**src/rtl/uart_mmio_bridge_if.sv**
```systemverilog
// CPU data-bus view of the UART register window: address/store/load strobes and load data.
interface uart_mmio_bridge_if;
  logic [31:0] address;
  logic [31:0] WD;
  logic        mem_write;
  logic        mem_read;
  logic [31:0] RD;

  modport master (output address, WD, mem_write, mem_read, input RD);
  modport slave  (input address, WD, mem_write, mem_read, output RD);
endinterface

```
**src/rtl/uart_mmio_bridge.sv**
```systemverilog
// MMIO register bridge: TX FIFO drained one frame at a time into the UART,
// RX FIFO filled by the receiver and popped by RXDATA loads.
module uart_mmio_bridge #(
  parameter logic [31:0] BASE_ADDR = 32'h0000_1000,
  parameter int          TX_DEPTH  = 8,
  parameter int          RX_DEPTH  = 8
) (
  input  logic                 clk,
  input  logic                 rst_n,
  uart_mmio_bridge_if.slave    bus,
  output logic [7:0]           tx_data,
  output logic                 tx_start,
  input  logic                 tx_done,
  input  logic [7:0]           rx_data,
  input  logic                 rx_done,
  output logic                 irq
);
  localparam int TAW = $clog2(TX_DEPTH);
  localparam int RAW = $clog2(RX_DEPTH);

  localparam logic [0:0] ST_IDLE = 1'b0;
  localparam logic [0:0] ST_WAIT = 1'b1;

  logic       sel;
  logic [1:0] off;
  assign sel = (bus.address[31:4] == BASE_ADDR[31:4]);
  assign off = bus.address[3:2];

  logic unused_bits;
  assign unused_bits = ^{bus.WD[31:8], bus.address[1:0]};

  logic wr_tx, wr_st, wr_ctl, rd_rx;
  assign wr_tx  = sel & bus.mem_write & (off == 2'd0);
  assign wr_st  = sel & bus.mem_write & (off == 2'd2);
  assign wr_ctl = sel & bus.mem_write & (off == 2'd3);
  assign rd_rx  = sel & bus.mem_read  & (off == 2'd1);

  // ---------------- TX FIFO ----------------
  logic [7:0]   tx_mem [TX_DEPTH];
  logic [TAW-1:0] tx_wp, tx_rp;
  logic [TAW:0]   tx_lvl;
  logic tx_full, tx_empty, tx_push, tx_pop, tx_ovf;
  logic [0:0] state;

  assign tx_full  = (tx_lvl == (TAW+1)'(TX_DEPTH));
  assign tx_empty = (tx_lvl == '0);
  assign tx_pop   = (state == ST_IDLE) & ~tx_empty;
  // a store into a full FIFO still lands when the FSM frees a slot that cycle
  assign tx_push  = wr_tx & (~tx_full | tx_pop);

  always_ff @(posedge clk) begin
    if (tx_push) tx_mem[tx_wp] <= bus.WD[7:0];
  end

  always_ff @(posedge clk or negedge rst_n) begin
    if (!rst_n) begin
      tx_wp  <= '0;
      tx_rp  <= '0;
      tx_lvl <= '0;
    end else begin
      if (tx_push) tx_wp <= tx_wp + TAW'(1);
      if (tx_pop)  tx_rp <= tx_rp + TAW'(1);
      case ({tx_push, tx_pop})
        2'b10:   tx_lvl <= tx_lvl + (TAW+1)'(1);
        2'b01:   tx_lvl <= tx_lvl - (TAW+1)'(1);
        default: tx_lvl <= tx_lvl;
      endcase
    end
  end

  // ---------------- TX FSM ----------------
  always_ff @(posedge clk or negedge rst_n) begin
    if (!rst_n) begin
      state    <= ST_IDLE;
      tx_start <= 1'b0;
      tx_data  <= 8'h00;
    end else begin
      tx_start <= 1'b0;
      case (state)
        ST_IDLE: if (tx_pop) begin
          tx_data  <= tx_mem[tx_rp];
          tx_start <= 1'b1;
          state    <= ST_WAIT;
        end
        // a done coincident with the launch pulse belongs to no frame of ours
        ST_WAIT: if (tx_done && !tx_start) state <= ST_IDLE;
        default: state <= ST_IDLE;
      endcase
    end
  end

  // ---------------- RX FIFO ----------------
  logic [7:0]   rx_mem [RX_DEPTH];
  logic [RAW-1:0] rx_wp, rx_rp;
  logic [RAW:0]   rx_lvl;
  logic rx_full, rx_empty, rx_push, rx_pop, rx_ovf;

  assign rx_full  = (rx_lvl == (RAW+1)'(RX_DEPTH));
  assign rx_empty = (rx_lvl == '0);
  assign rx_pop   = rd_rx & ~rx_empty;
  assign rx_push  = rx_done & (~rx_full | rx_pop);

  always_ff @(posedge clk) begin
    if (rx_push) rx_mem[rx_wp] <= rx_data;
  end

  always_ff @(posedge clk or negedge rst_n) begin
    if (!rst_n) begin
      rx_wp  <= '0;
      rx_rp  <= '0;
      rx_lvl <= '0;
    end else begin
      if (rx_push) rx_wp <= rx_wp + RAW'(1);
      if (rx_pop)  rx_rp <= rx_rp + RAW'(1);
      case ({rx_push, rx_pop})
        2'b10:   rx_lvl <= rx_lvl + (RAW+1)'(1);
        2'b01:   rx_lvl <= rx_lvl - (RAW+1)'(1);
        default: rx_lvl <= rx_lvl;
      endcase
    end
  end

  // ---------------- flags, CTRL, irq ----------------
  logic [1:0] ctrl;
  logic tx_busy;
  assign tx_busy = (state != ST_IDLE);

  always_ff @(posedge clk or negedge rst_n) begin
    if (!rst_n) begin
      tx_ovf <= 1'b0;
      rx_ovf <= 1'b0;
      ctrl   <= 2'b00;
      irq    <= 1'b0;
    end else begin
      // set outranks a simultaneous W1C
      if (wr_tx & tx_full & ~tx_pop)       tx_ovf <= 1'b1;
      else if (wr_st & bus.WD[5])          tx_ovf <= 1'b0;
      if (rx_done & rx_full & ~rx_pop)     rx_ovf <= 1'b1;
      else if (wr_st & bus.WD[6])          rx_ovf <= 1'b0;
      if (wr_ctl) ctrl <= bus.WD[1:0];
      irq <= (ctrl[0] & ~rx_empty) | (ctrl[1] & tx_empty & ~tx_busy);
    end
  end

  logic [31:0] status;
  assign status = {16'h0000, 4'(rx_lvl), 4'(tx_lvl), 1'b0, rx_ovf, tx_ovf,
                   tx_busy, rx_full, ~rx_empty, tx_empty, tx_full};

  logic [31:0] rd_val;
  always_comb begin
    rd_val = 32'h0;
    if (sel) begin
      case (off)
        2'd1:    rd_val = rx_empty ? 32'h0 : {24'h0, rx_mem[rx_rp]};
        2'd2:    rd_val = status;
        2'd3:    rd_val = {30'h0, ctrl};
        default: rd_val = 32'h0;
      endcase
    end
  end
  assign bus.RD = rd_val;

endmodule

```
**src/flat_wrapper.sv**
```systemverilog
// flat-port wrapper written by rule: the top's interface ports become plain ports
module uart_mmio_bridge_flat 
#(
  parameter logic [31:0] BASE_ADDR = 32'h0000_1000,
  parameter int          TX_DEPTH  = 8,
  parameter int          RX_DEPTH  = 8
)
  (clk, rst_n, tx_data, tx_start, tx_done, rx_data, rx_done, irq, bus_address, bus_WD, bus_mem_write, bus_mem_read, bus_RD);
  uart_mmio_bridge_if bus_i ();
  input  logic clk;
  input  logic rst_n;
  output logic [7:0] tx_data;
  output logic tx_start;
  input  logic tx_done;
  input  logic [7:0] rx_data;
  input  logic rx_done;
  output logic irq;
  input wire logic [$bits(bus_i.address)-1:0] bus_address;
  input wire logic [$bits(bus_i.WD)-1:0] bus_WD;
  input wire logic [$bits(bus_i.mem_write)-1:0] bus_mem_write;
  input wire logic [$bits(bus_i.mem_read)-1:0] bus_mem_read;
  output wire logic [$bits(bus_i.RD)-1:0] bus_RD;
  assign bus_i.address = bus_address;
  assign bus_i.WD = bus_WD;
  assign bus_i.mem_write = bus_mem_write;
  assign bus_i.mem_read = bus_mem_read;
  assign bus_RD = bus_i.RD;
  uart_mmio_bridge #(.BASE_ADDR(BASE_ADDR), .TX_DEPTH(TX_DEPTH), .RX_DEPTH(RX_DEPTH)) u_core (.clk(clk), .rst_n(rst_n), .bus(bus_i), .tx_data(tx_data), .tx_start(tx_start), .tx_done(tx_done), .rx_data(rx_data), .rx_done(rx_done), .irq(irq));
endmodule
```
**config.mk**
```make
export PLATFORM = sky130hd
export DESIGN_NAME = uart_mmio_bridge_flat
export DESIGN_NICKNAME = d
export VERILOG_FILES = /design/src/rtl/uart_mmio_bridge_if.sv /design/src/rtl/uart_mmio_bridge.sv /design/src/flat_wrapper.sv
export SDC_FILE = /design/constraint.sdc
export NUM_CORES = 1
export LEC_CHECK = 0
export BUFFER_PORTS_ARGS = -buffer_cell sky130_fd_sc_hd__buf_4
export CORE_MARGIN = 2
export CORE_UTILIZATION = 45
export CTS_CLUSTER_SIZE = 28
export DETAILED_ROUTE_END_ITERATION = 8
export HOLD_SLACK_MARGIN = 0.15
export PLACE_DENSITY = 0.66
export SLEW_MARGIN = 20
export SYNTH_ARGS = -nofsm -noshare
export SYNTH_HDL_FRONTEND = slang
export SYNTH_SLANG_ARGS = --single-unit
```
**constraint.sdc**
```tcl
create_clock -name clk -period 3.45 [get_ports clk]
set_input_delay 0.345 -clock clk [delete_from_list [all_inputs] [get_ports clk]]
set_output_delay 0.345 -clock clk [all_outputs]
set_load 0.02 [all_outputs]
```
==> metrics.csv, run 1 <==
stage,metric,value,unit
yosys,Synth area leader,edfxtp_1,
timing,worst slew pin tran,797,ps
yosys,Synth cell types,51,
detailed_routing,Via density,5.08,
placed_design,Port Buffers,77,
yosys,synth top area cells,"edfxtp_1 (55%), dfrtp_1 (12%), mux4_2 (10%)",
timing,FMAX,363,MHz
min_path,hold endpoint,u_core.tx_mem[0][4]$_DFFE_PP_,
yosys,Post-synth ARST share,21.5,%
critical_path,crit path kind,primary input to flop,
die,Rows,45,
finish,footprint of the multi-input gates,0.00217,mm²
detailed_routing,Antenna Nets Post-Route,0,
timing,Final Max Slew Viols,0,
clocking,CTS tree,built,
timing,RSZ-0062 raised after global routing,false,
placed_design,dpl cell area,0.00789,mm²
yosys,post-synthesis sequential area ratio,67.1,%
pwr,switching part of the total power,23.3,%
timing,Final Hold Viols,0,
pwr,Final Total Pwr,4.54,mW
die,initial core utilization,46.1,%
placed_design,# placed instances,708,
pwr,Logic pwr share,9.5,%
finish,post-route cell area,0.00854,mm²
timing,skew final,10.3,ps
die,Die H,129,µm
critical_path,Crit path buffers/inverters,3,
timing,setup violators final,0,
detailed_routing,DR iter-0 viols,208,
clocking,H-Tree Depth,4,
pwr,Clk pwr share,38.1,%
min_path,hold crit path type,primary input to flop,
finish,Final Non-Filler Cells,750,
global_routing,total track usage,17.6,%
placed_design,DP HPWL,9.25,mm
timing,final setup margin,693,ps
yosys,number of synthesized flops with an enable pin,128,
placed_design,RePlAce Congestion,0.742,
pwr,Lkg Pwr,3.13,nW
detailed_routing,Residual DRC,0,
critical_path,CP arrival,3060,ps
finish,layout cells sized above 1,33.4,%
die,width of the die,129,µm
finish,area delta synth->final,21.4,%
job,max-cap viol count,0,
yosys,Synth Cell Area,0.00703,mm²
pwr,P_sw,1.06,mW
timing,setup TNS,0,ps
yosys,post-synth top area share,54.7,%
yosys,synthesized area per cell,16.9,µm²
critical_path,worst-path maximum fanout,9,
clocking,Clock Latency Late Sink,420,ps
critical_path,"Req. time, crit path",3750,ps
critical_path,largest stage delay on the critical path,540,ps
global_routing,initial antenna violation count,0,
critical_path,CP max-delay cell,dlygate4sd3_1,
placed_design,DP Worst Slack,437,ps
clocking,clk slew on worst S/H paths,60,ps
finish,Reg area,0.00472,mm²
global_routing,vias in the first global route,4062,
finish,ant diodes,0,
global_routing,aggregate global routing overflow,0,
yosys,synth warn,0,
timing,hold slack,165,ps
critical_path,Reg-to-Reg Start,u_core.tx_lvl[1]$_DFFE_PN0P_,
clocking,clk sinks,163,
global_routing,largest net degree at the start of global routing,36,
die,Top-Level Pins,120,
pwr,P_int,3.49,mW
detailed_routing,Routed WL,13.6,mm
finish,fill count,1174,
yosys,post-synthesis register bit count,163,
critical_path,Most common cell on crit path,xor2_1,
die,core box area,0.0153,mm²
status,status,"complete, no violations",
timing,min Tclk post-route,2760,ps
critical_path,CP top delay family,buffers and inverters,
clocking,TritonCTS buffer count,17,
critical_path,Setup crit end kind,flop,
min_path,hold depth,1,
clocking,CTS root buf,clkbuf_16,
detailed_routing,1st-pass router iterations,4,
critical_path,CP Launch Type,primary input,
pwr,VDD IR max,0.422,mV
critical_path,Setup crit start,bus_address[3],
clocking,CTS Buffer Depth,2,
finish,most frequent cells in the layout,"edfxtp_1 (128), buf_4 (97), dfrtp_1 (35)",
critical_path,crit path cell chain,dlygate4sd3_1 > buf_4 > a311o_1 > nor4_4 > inv_1 > ha_1 > xor2_1 > ha_1 > a21oi_1 > xor2_1 > nor2_1 > xor2_1,
critical_path,flop2flop setup slack,690,ps
yosys,Synth Flop Type,edfxtp_1,
timing,Slew headroom,46.9,%
global_routing,first-pass GRT wire length,21.2,mm
timing,crit share post-route,79.9,%
pwr,Power Dens Cells,532,mW/mm²
finish,Nets,612,
yosys,cells after synthesis,417,
pwr,Reg power frac,52.4,%
finish,"most common cell after layout, fill and taps aside",edfxtp_1,
critical_path,R2R cell count,11,
detailed_routing,detailed-route via count,3813,
finish,fin util,55.9,%
detailed_routing,wire per inst,18.1,µm
critical_path,r2r endpoint,u_core.tx_lvl[2]$_DFFE_PN0P_,
min_path,Hold Crit Start,bus_WD[4],
die,Die ar.,0.0166,mm²
[layer usage]
metal	vias up	global-route usage (%)	wire length [µm]	part of all wire, %
li1	1800	-	-	-
met1	1906	20.4	5550	41
met2	97	32.2	7390	54
met3	10	3.99	533	3.9
met4	0	6.14	136	1.0
met5	-	0	0	0
[cell usage after synthesis (2+ instances only)]
library cell and n:
o21ai_0 4, o211ai_1 3, inv_1 4, edfxtp_1 128, a21oi_1 16, buf_4 16, mux2_2 8, ha_1 8
nand2_1 15, nand3_2 2, buf_2 4, nor2b_1 2, xnor2_1 8, nor3_1 8, nor2_1 33, nand2b_1 7
nor3b_1 3, a2bb2oi_1 2, dfrtp_1 35, and2_1 8, clkbuf_1 10, mux4_2 32, nor4_1 6, nor4_4 4
xor2_1 8, mux2i_1 17, buf_1 2
[how the worst max path moves through the flow]
stage	endpoint	cells past startpoint	slack, ps
CTS	bus_RD[6]	6	670
global placement	u_core.tx_lvl[2]$_DFFE_PN0P_	12	490
finish	u_core.tx_lvl[2]$_DFFE_PN0P_	12	690
global route	u_core.tx_lvl[2]$_DFFE_PN0P_	11	560
floorplan	u_core.tx_lvl[2]$_DFFE_PN0P_	12	810
detailed placement	u_core.tx_lvl[2]$_DFFE_PN0P_	12	440
[power by group through the flow]
| stage | sequential (mW) | combinational [mW] | clock [mW] |
|---|---|---|---|
| after global routing | 2.40 | 0.475 | 1.84 |
| final | 2.38 | 0.431 | 1.73 |
| after global placement | 2.40 | 0.409 | 0 |
| after CTS | 2.38 | 0.437 | 1.76 |
| after floorplan | 2.38 | 0.273 | 0 |
| after detailed placement | 2.42 | 0.427 | 0 |
[what timing repair did]
| item | 4_1_cts | 5_1_grt |
|---|---|---|
| endpoints found under the setup margin | 0 | 0 |
| endpoints found under the hold margin | 94 | 0 |
| setup buffers | 0 | 0 |
| resized for setup | 0 | 0 |
| hold buffers | 10 | 0 |
[state kept, by name, indices dropped and copies added, names as in the netlist]
name             cells
u_core.state         1
u_core.rx_lvl        4
u_core.tx_data       8
u_core.rx_wp         3
u_core.rx_rp         3
u_core.rx_ovf        1
u_core.tx_start      1
u_core.tx_lvl        4
u_core.irq           1
u_core.ctrl          2
u_core.tx_wp         3
u_core.tx_ovf        1
u_core.rx_mem       64
u_core.tx_rp         3
u_core.tx_mem       64
[layout make-up]
cell class / count / share of cell area [%]
inverters: 4 / 0.176
repair buffers: 107 / 9.70
flip-flops and latches: 163 / 55.3
multi-input cells: 233 / 25.4
clock buffers: 23 / 5.36
clock inverters: 9 / 0.982
well taps: 211 / 3.09
[cells by family (layout without fill, tap and decap cells)]
family	after synthesis	count (layout)	synth area share, %
flip-flops	163	163	67.1
other	1	16	0.0533
XOR/XNOR	16	16	1.99
buffers and inverters	36	143	2.85
AO/OA/AOI/OAI	35	35	3.36
AND/OR/NAND/NOR	100	100	9.08
adder cells (fa/ha/maj)	8	8	1.42
multiplexers	58	58	14.1
(Power assumes the default switching activity.)
==> inputs of run 2 (changes only) <==
==> constraint.sdc (replaced) <==
create_clock -name clk -period 2.7 [get_ports clk]
set_input_delay 0.27 -clock clk [delete_from_list [all_inputs] [get_ports clk]]
set_output_delay 0.27 -clock clk [all_outputs]
set_load 0.02 [all_outputs]
==> run 2 against run 1 <==
Effect of this change: sequential cell count unchanged; critical path type is now flop to output pin; final area is 2.2% higher; worst hold slack improved by 40 ps; register-to-register slack lost 450 ps; non-clock buffer count is 18 higher; largest cell class unchanged.
==> metrics.csv, run 2 (same netlist as run 1, synthesis figures left out) <==
stage,metric,value,unit
status,status,"complete, no violations",
detailed_routing,DR iter-0 viols,166,
detailed_routing,metal3 WL,484,µm
critical_path,largest stage delay on the critical path,520,ps
die,initial core utilization,46.1,%
critical_path,"Req. time, crit path",2430,ps
critical_path,Setup crit end kind,output pin,
die,core box area,0.0153,mm²
die,Die H,129,µm
global_routing,initial antenna violation count,0,
finish,Reg area,0.00472,mm²
placed_design,DP HPWL,9.45,mm
critical_path,flop2flop setup slack,240,ps
global_routing,first-pass GRT wire length,21.9,mm
min_path,Hold Crit Start,rx_done,
finish,"most common cell after layout, fill and taps aside",edfxtp_1,
timing,Final Max Slew Viols,0,
die,Top-Level Pins,120,
timing,setup violators final,0,
job,max-cap viol count,0,
critical_path,crit path cell chain,buf_12 > mux4_2 > mux2i_1 > nor2_1 > a21oi_1 > nor2_1 > buf_4,
critical_path,CP max-delay cell,mux4_2,
detailed_routing,Antenna Nets Post-Route,0,
placed_design,DP Worst Slack,163,ps
finish,footprint of the multi-input gates,0.00217,mm²
clocking,CTS root buf,clkbuf_16,
detailed_routing,Met2 Wirelength,7.48,mm
finish,fin util,57.2,%
timing,skew final,6.76,ps
clocking,clk sinks,163,
finish,area delta synth->final,24.1,%
clocking,Clock Latency Late Sink,430,ps
critical_path,CP Launch Type,flop,
finish,Nets,630,
global_routing,vias in the first global route,4152,
placed_design,Port Buffers,77,
timing,worst slew pin tran,803,ps
min_path,hold crit path type,primary input to flop,
timing,Slew headroom,46.5,%
clocking,TritonCTS buffer count,17,
die,Rows,45,
finish,layout cells sized above 1,34.8,%
timing,Final Hold Viols,0,
die,Die ar.,0.0166,mm²
critical_path,Most common cell on crit path,nor2_1,
pwr,VDD IR max,0.592,mV
finish,most frequent cells in the layout,"edfxtp_1 (128), buf_4 (106), dfrtp_1 (34)",
timing,RSZ-0062 raised after global routing,false,
detailed_routing,1st-pass router iterations,6,
timing,crit share post-route,93.1,%
placed_design,RePlAce Congestion,0.766,
min_path,hold depth,3,
timing,setup TNS,0,ps
timing,min Tclk post-route,2510,ps
critical_path,R2R cell count,11,
clocking,H-Tree Depth,4,
detailed_routing,WL met1,5.85,mm
finish,ant diodes,0,
global_routing,largest net degree at the start of global routing,36,
finish,largest registers,"u_core.rx_mem (64), u_core.tx_mem (64), u_core.tx_data (8)",
global_routing,total track usage,18.0,%
detailed_routing,Via density,5.15,
clocking,CTS Buffer Depth,2,
critical_path,worst-path maximum fanout,18,
detailed_routing,Routed WL,14.1,mm
global_routing,aggregate global routing overflow,0,
timing,final setup margin,188,ps
min_path,hold endpoint,u_core.rx_wp[2]$_DFFE_PN0P_,
detailed_routing,detailed-route via count,3955,
pwr,Lkg Pwr,3.21,nW
die,width of the die,129,µm
clocking,CTS tree,built,
detailed_routing,max layer used,met4,
finish,fill count,1183,
timing,FMAX,398,MHz
pwr,Final Total Pwr,5.88,mW
detailed_routing,wire per inst,18.3,µm
detailed_routing,Residual DRC,0,
critical_path,crit path kind,flop to output pin,
critical_path,CP arrival,2240,ps
critical_path,r2r endpoint,u_core.tx_lvl[2]$_DFFE_PN0P_,
pwr,Power Dens Cells,673,mW/mm²
critical_path,Reg-to-Reg Start,u_core.tx_lvl[2]$_DFFE_PN0P_,
clocking,clk slew on worst S/H paths,60,ps
run 2: critical path, delay by kind of cell (launching register included):
family	cells	cell delay (ps)
multiplexers	2	790
AO/OA/AOI/OAI	1	120
AND/OR/NAND/NOR	2	160
flip-flops	1	370
buffers and inverters	2	390
run 2: power by group:
group	switching [mW]	internal, mW	total (mW)
Combinational	0.301	0.255	0.556
Clock	0.998	1.28	2.28
Sequential	0.124	2.91	3.04
run 2: what timing repair did:
item,CTS,global route
hold buffers,18,0
gates resized for setup,1,0
endpoints found under the hold margin,166,0
buffers inserted,0,0
endpoints found under the setup margin,3,0
run 2: final cells by class:
class	instances	share of cell area, %
clock buffer	19	4.96
sequential	163	54.1
inverter	4	0.172
clock inverter	13	1.51
multi-input combinational	233	24.8
timing repair buffer	125	11.4
tap	211	3.03
run 2: layer usage:
layer	up-vias	GRT usage (%)
li1	1836	-
met1	2010	21.4
met2	92	32.1
met3	17	4.66
met4	0	5.95
met5	-	0
run 2: how the worst max path moves through the flow:
stage / from / to / slack [ps] / cells past startpoint
2_1_floorplan: bus_address[10] / u_core.tx_lvl[2]$_DFFE_PN0P_ / 130 / 12
3_3_place_gp: bus_address[15] / u_core.tx_lvl[2]$_DFFE_PN0P_ / 160 / 12
3_5_place_dp: bus_address[15] / u_core.tx_lvl[2]$_DFFE_PN0P_ / 160 / 12
4_1_cts: u_core.rx_rp[0]$_DFFE_PN0N_ / bus_RD[6] / 150 / 7
5_1_grt: u_core.tx_lvl[2]$_DFFE_PN0P_ / u_core.tx_lvl[2]$_DFFE_PN0P_ / 40 / 11
6_report: u_core.rx_rp[0]$_DFFE_PN0N_ / bus_RD[6] / 190 / 7
run 2: stage by stage:
| step | instances | instance area, µm² | hold slack [ps] |
|---|---|---|---|
| after CTS | 768 | 8730 | 177 |
| after floorplan | 432 | 7090 | -25.6 |
| final | 768 | 8730 | 205 |
| after detailed placement | 718 | 7980 | 272 |
| after global placement | 718 | 7980 | 266 |
| after global routing | 768 | 8730 | 194 |
==> inputs of run 3 (changes only) <==
--- a/config.mk
+++ b/config.mk
@@ -6,13 +6,15 @@
 export NUM_CORES = 1
 export LEC_CHECK = 0
 export BUFFER_PORTS_ARGS = -buffer_cell sky130_fd_sc_hd__buf_4
+export CELL_PAD_IN_SITES_DETAIL_PLACEMENT = 1
+export CELL_PAD_IN_SITES_GLOBAL_PLACEMENT = 2
 export CORE_MARGIN = 2
-export CORE_UTILIZATION = 45
+export CORE_UTILIZATION = 43
 export CTS_CLUSTER_SIZE = 28
 export DETAILED_ROUTE_END_ITERATION = 8
 export HOLD_SLACK_MARGIN = 0.15
-export PLACE_DENSITY = 0.66
-export SLEW_MARGIN = 20
+export PLACE_DENSITY_LB_ADDON = 0.1
+export SLEW_MARGIN = 0
 export SYNTH_ARGS = -nofsm -noshare
 export SYNTH_HDL_FRONTEND = slang
 export SYNTH_SLANG_ARGS = --single-unit
==> constraint.sdc (replaced) <==
create_clock -name clk -period 3.1 [get_ports clk]
set_input_delay 0.31 -clock clk [delete_from_list [all_inputs] [get_ports clk]]
set_output_delay 0.31 -clock clk [all_outputs]
set_load 0.02 [all_outputs]
==> run 3 against run 2 <==
Effect of this change: worst setup slack better by 120 ps; sequential power decreased by 13%; core utilization is 2.7 points lower; count of clock-buffer cells in the layout is 2 lower; final area fell by 0.44%; non-clock buffer count shrank 8; largest power group unchanged.
==> metrics.csv, run 3 (same netlist as run 1, synthesis figures left out) <==
stage,metric,value,unit
finish,fill count,1525,
clocking,Setup Buffers After CTS,0,
timing,Final Max Slew Viols,0,
critical_path,Reg-to-Reg Start,u_core.tx_lvl[1]$_DFFE_PN0P_,
detailed_routing,Via density,5.26,
detailed_routing,DR iter-0 viols,249,
global_routing,total track usage,18.4,%
die,Rows,46,
placed_design,RePlAce Congestion,0.757,
timing,FMAX,358,MHz
global_routing,first-pass GRT wire length,23.7,mm
critical_path,Setup crit end kind,output pin,
detailed_routing,1st-pass router iterations,4,
timing,setup violators final,0,
die,Top-Level Pins,120,
critical_path,CP arrival,2480,ps
timing,worst slew pin tran,838,ps
finish,footprint of the multi-input gates,0.00217,mm²
die,core box area,0.0159,mm²
detailed_routing,detailed-route via count,4025,
critical_path,crit path kind,flop to output pin,
detailed_routing,wire per inst,19.6,µm
detailed_routing,Residual DRC,0,
detailed_routing,Routed WL,15.0,mm
finish,Reg area,0.00472,mm²
clocking,H-Tree Depth,4,
finish,ant diodes,0,
die,Die ar.,0.0174,mm²
detailed_routing,Antenna Nets Post-Route,0,
min_path,hold crit path type,primary input to flop,
finish,area delta synth->final,23.6,%
timing,RSZ-0062 raised after global routing,false,
clocking,Clock Latency Late Sink,420,ps
timing,min Tclk post-route,2790,ps
critical_path,Setup crit start,u_core.rx_rp[0]$_DFFE_PN0N_,
placed_design,Port Buffers,77,
global_routing,vias in the first global route,4215,
detailed_routing,Met2 Wirelength,6.73,mm
min_path,hold endpoint,u_core.rx_wp[0]$_DFFE_PN0P_,
critical_path,largest stage delay on the critical path,550,ps
timing,setup TNS,0,ps
die,width of the die,132,µm
global_routing,largest net degree at the start of global routing,36,
min_path,Hold Crit Start,rx_done,
finish,most frequent cells in the layout,"edfxtp_1 (128), buf_4 (99), dfrtp_1 (34)",
global_routing,aggregate global routing overflow,0,
clocking,clk sinks,163,
finish,layout cells sized above 1,33.7,%
finish,"most common cell after layout, fill and taps aside",edfxtp_1,
clocking,CTS Buffer Depth,2,
die,Die H,132,µm
critical_path,CP top delay family,multiplexers,
pwr,Lkg Pwr,3.19,nW
placed_design,dpl cell area,0.00792,mm²
finish,post-route cell area,0.00869,mm²
detailed_routing,WL met1,7.17,mm
clocking,TritonCTS buffer count,17,
finish,fin util,54.5,%
critical_path,flop2flop setup slack,470,ps
critical_path,Crit path buffers/inverters,2,
timing,Slew headroom,44.1,%
finish,largest registers,"u_core.rx_mem (64), u_core.tx_mem (64), u_core.tx_data (8)",
timing,Final Hold Viols,0,
pwr,VDD IR max,0.379,mV
critical_path,worst-path maximum fanout,9,
clocking,CTS root buf,clkbuf_16,
job,max-cap viol count,0,
critical_path,R2R cell count,11,
clocking,CTS tree,built,
global_routing,initial antenna violation count,0,
die,initial core utilization,44.1,%
detailed_routing,max layer used,met4,
critical_path,CP Launch Type,flop,
detailed_routing,metal3 WL,902,µm
critical_path,"Req. time, crit path",2790,ps
clocking,clk slew on worst S/H paths,60,ps
placed_design,DP HPWL,10.2,mm
min_path,hold depth,3,
critical_path,crit path cell chain,buf_4 > mux4_2 > mux2i_1 > nor2_1 > a21oi_1 > nor2_1 > buf_4,
critical_path,CP max-delay cell,dfrtp_2,
pwr,Power Dens Cells,603,mW/mm²
status,status,"complete, no violations",
finish,Nets,622,
timing,crit share post-route,90.0,%
critical_path,r2r endpoint,u_core.tx_lvl[2]$_DFFE_PN0P_,
timing,skew final,4.50,ps
## run 3: cell count changes in the layout (fill, tap and decap cells not counted)
cell	delta
clkinv_4	-1
clkinv_1	+3
bufinv_16	+2
clkbuf_1	-2
inv_8	-2
clkinv_2	+2
buf_4	-7
clkinvlp_4	-2
buf_12	-1
## run 3: metal layers
| layer | vias up | track usage, % |
|---|---|---|
| li1 | 1830 | - |
| met1 | 2064 | 27.1 |
| met2 | 116 | 27.0 |
| met3 | 15 | 4.34 |
| met4 | 0 | 5.98 |
| met5 | - | 0 |
## run 3: where the power goes
part | total, mW | switching [mW] | internal [mW]
logic | 0.498 | 0.275 | 0.223
registers | 2.65 | 0.107 | 2.54
clock network | 2.09 | 0.836 | 1.26
## run 3: how the worst max path moves through the flow
stage                                              end  depth (start not counted)
after global placement    u_core.tx_lvl[2]$_DFFE_PN0P_                         12
after floorplan           u_core.tx_lvl[2]$_DFFE_PN0P_                         12
after CTS                                    bus_RD[6]                          7
after global routing                         bus_RD[6]                          7
final                                        bus_RD[6]                          7
after detailed placement  u_core.tx_lvl[2]$_DFFE_PN0P_                         12
## run 3: timing repair
| action | CTS | global route |
|---|---|---|
| setup endpoints to repair | 0 | 2 |
| endpoints found under the hold margin | 162 | 0 |
| hold buffers | 18 | 0 |
| resized for setup | 0 | 1 |
## run 3: layout make-up
| cell class | count | share of cell area (%) |
|---|---|---|
| flip-flops and latches | 163 | 54.3 |
| multi-input cells | 233 | 24.9 |
| repair buffers | 117 | 10.6 |
| clock buffers | 17 | 4.90 |
| well taps | 216 | 3.11 |
| clock inverters | 15 | 1.92 |
| inverters | 4 | 0.173 |
## run 3: worst reg2reg max path, delay by kind of cell, from the launching register on
family | cells | cell delay, ps
fa+ha+maj | 2 | 500
xor+xnor | 3 | 490
buf+inv | 1 | 130
flops | 1 | 460
compound gates | 2 | 560
simple gates | 3 | 370
## run 3: through the flow
step           hold slack [ps]  power, mW  instances  setup WS [ps]
2_1_floorplan             14.4       2.95        432            491
3_3_place_gp               310       3.14        715            344
3_5_place_dp               307       3.17        715            295
4_1_cts                    234       5.28        765           53.6
5_1_grt                    248       5.43        765            160
6_report                   249       5.24        765            310
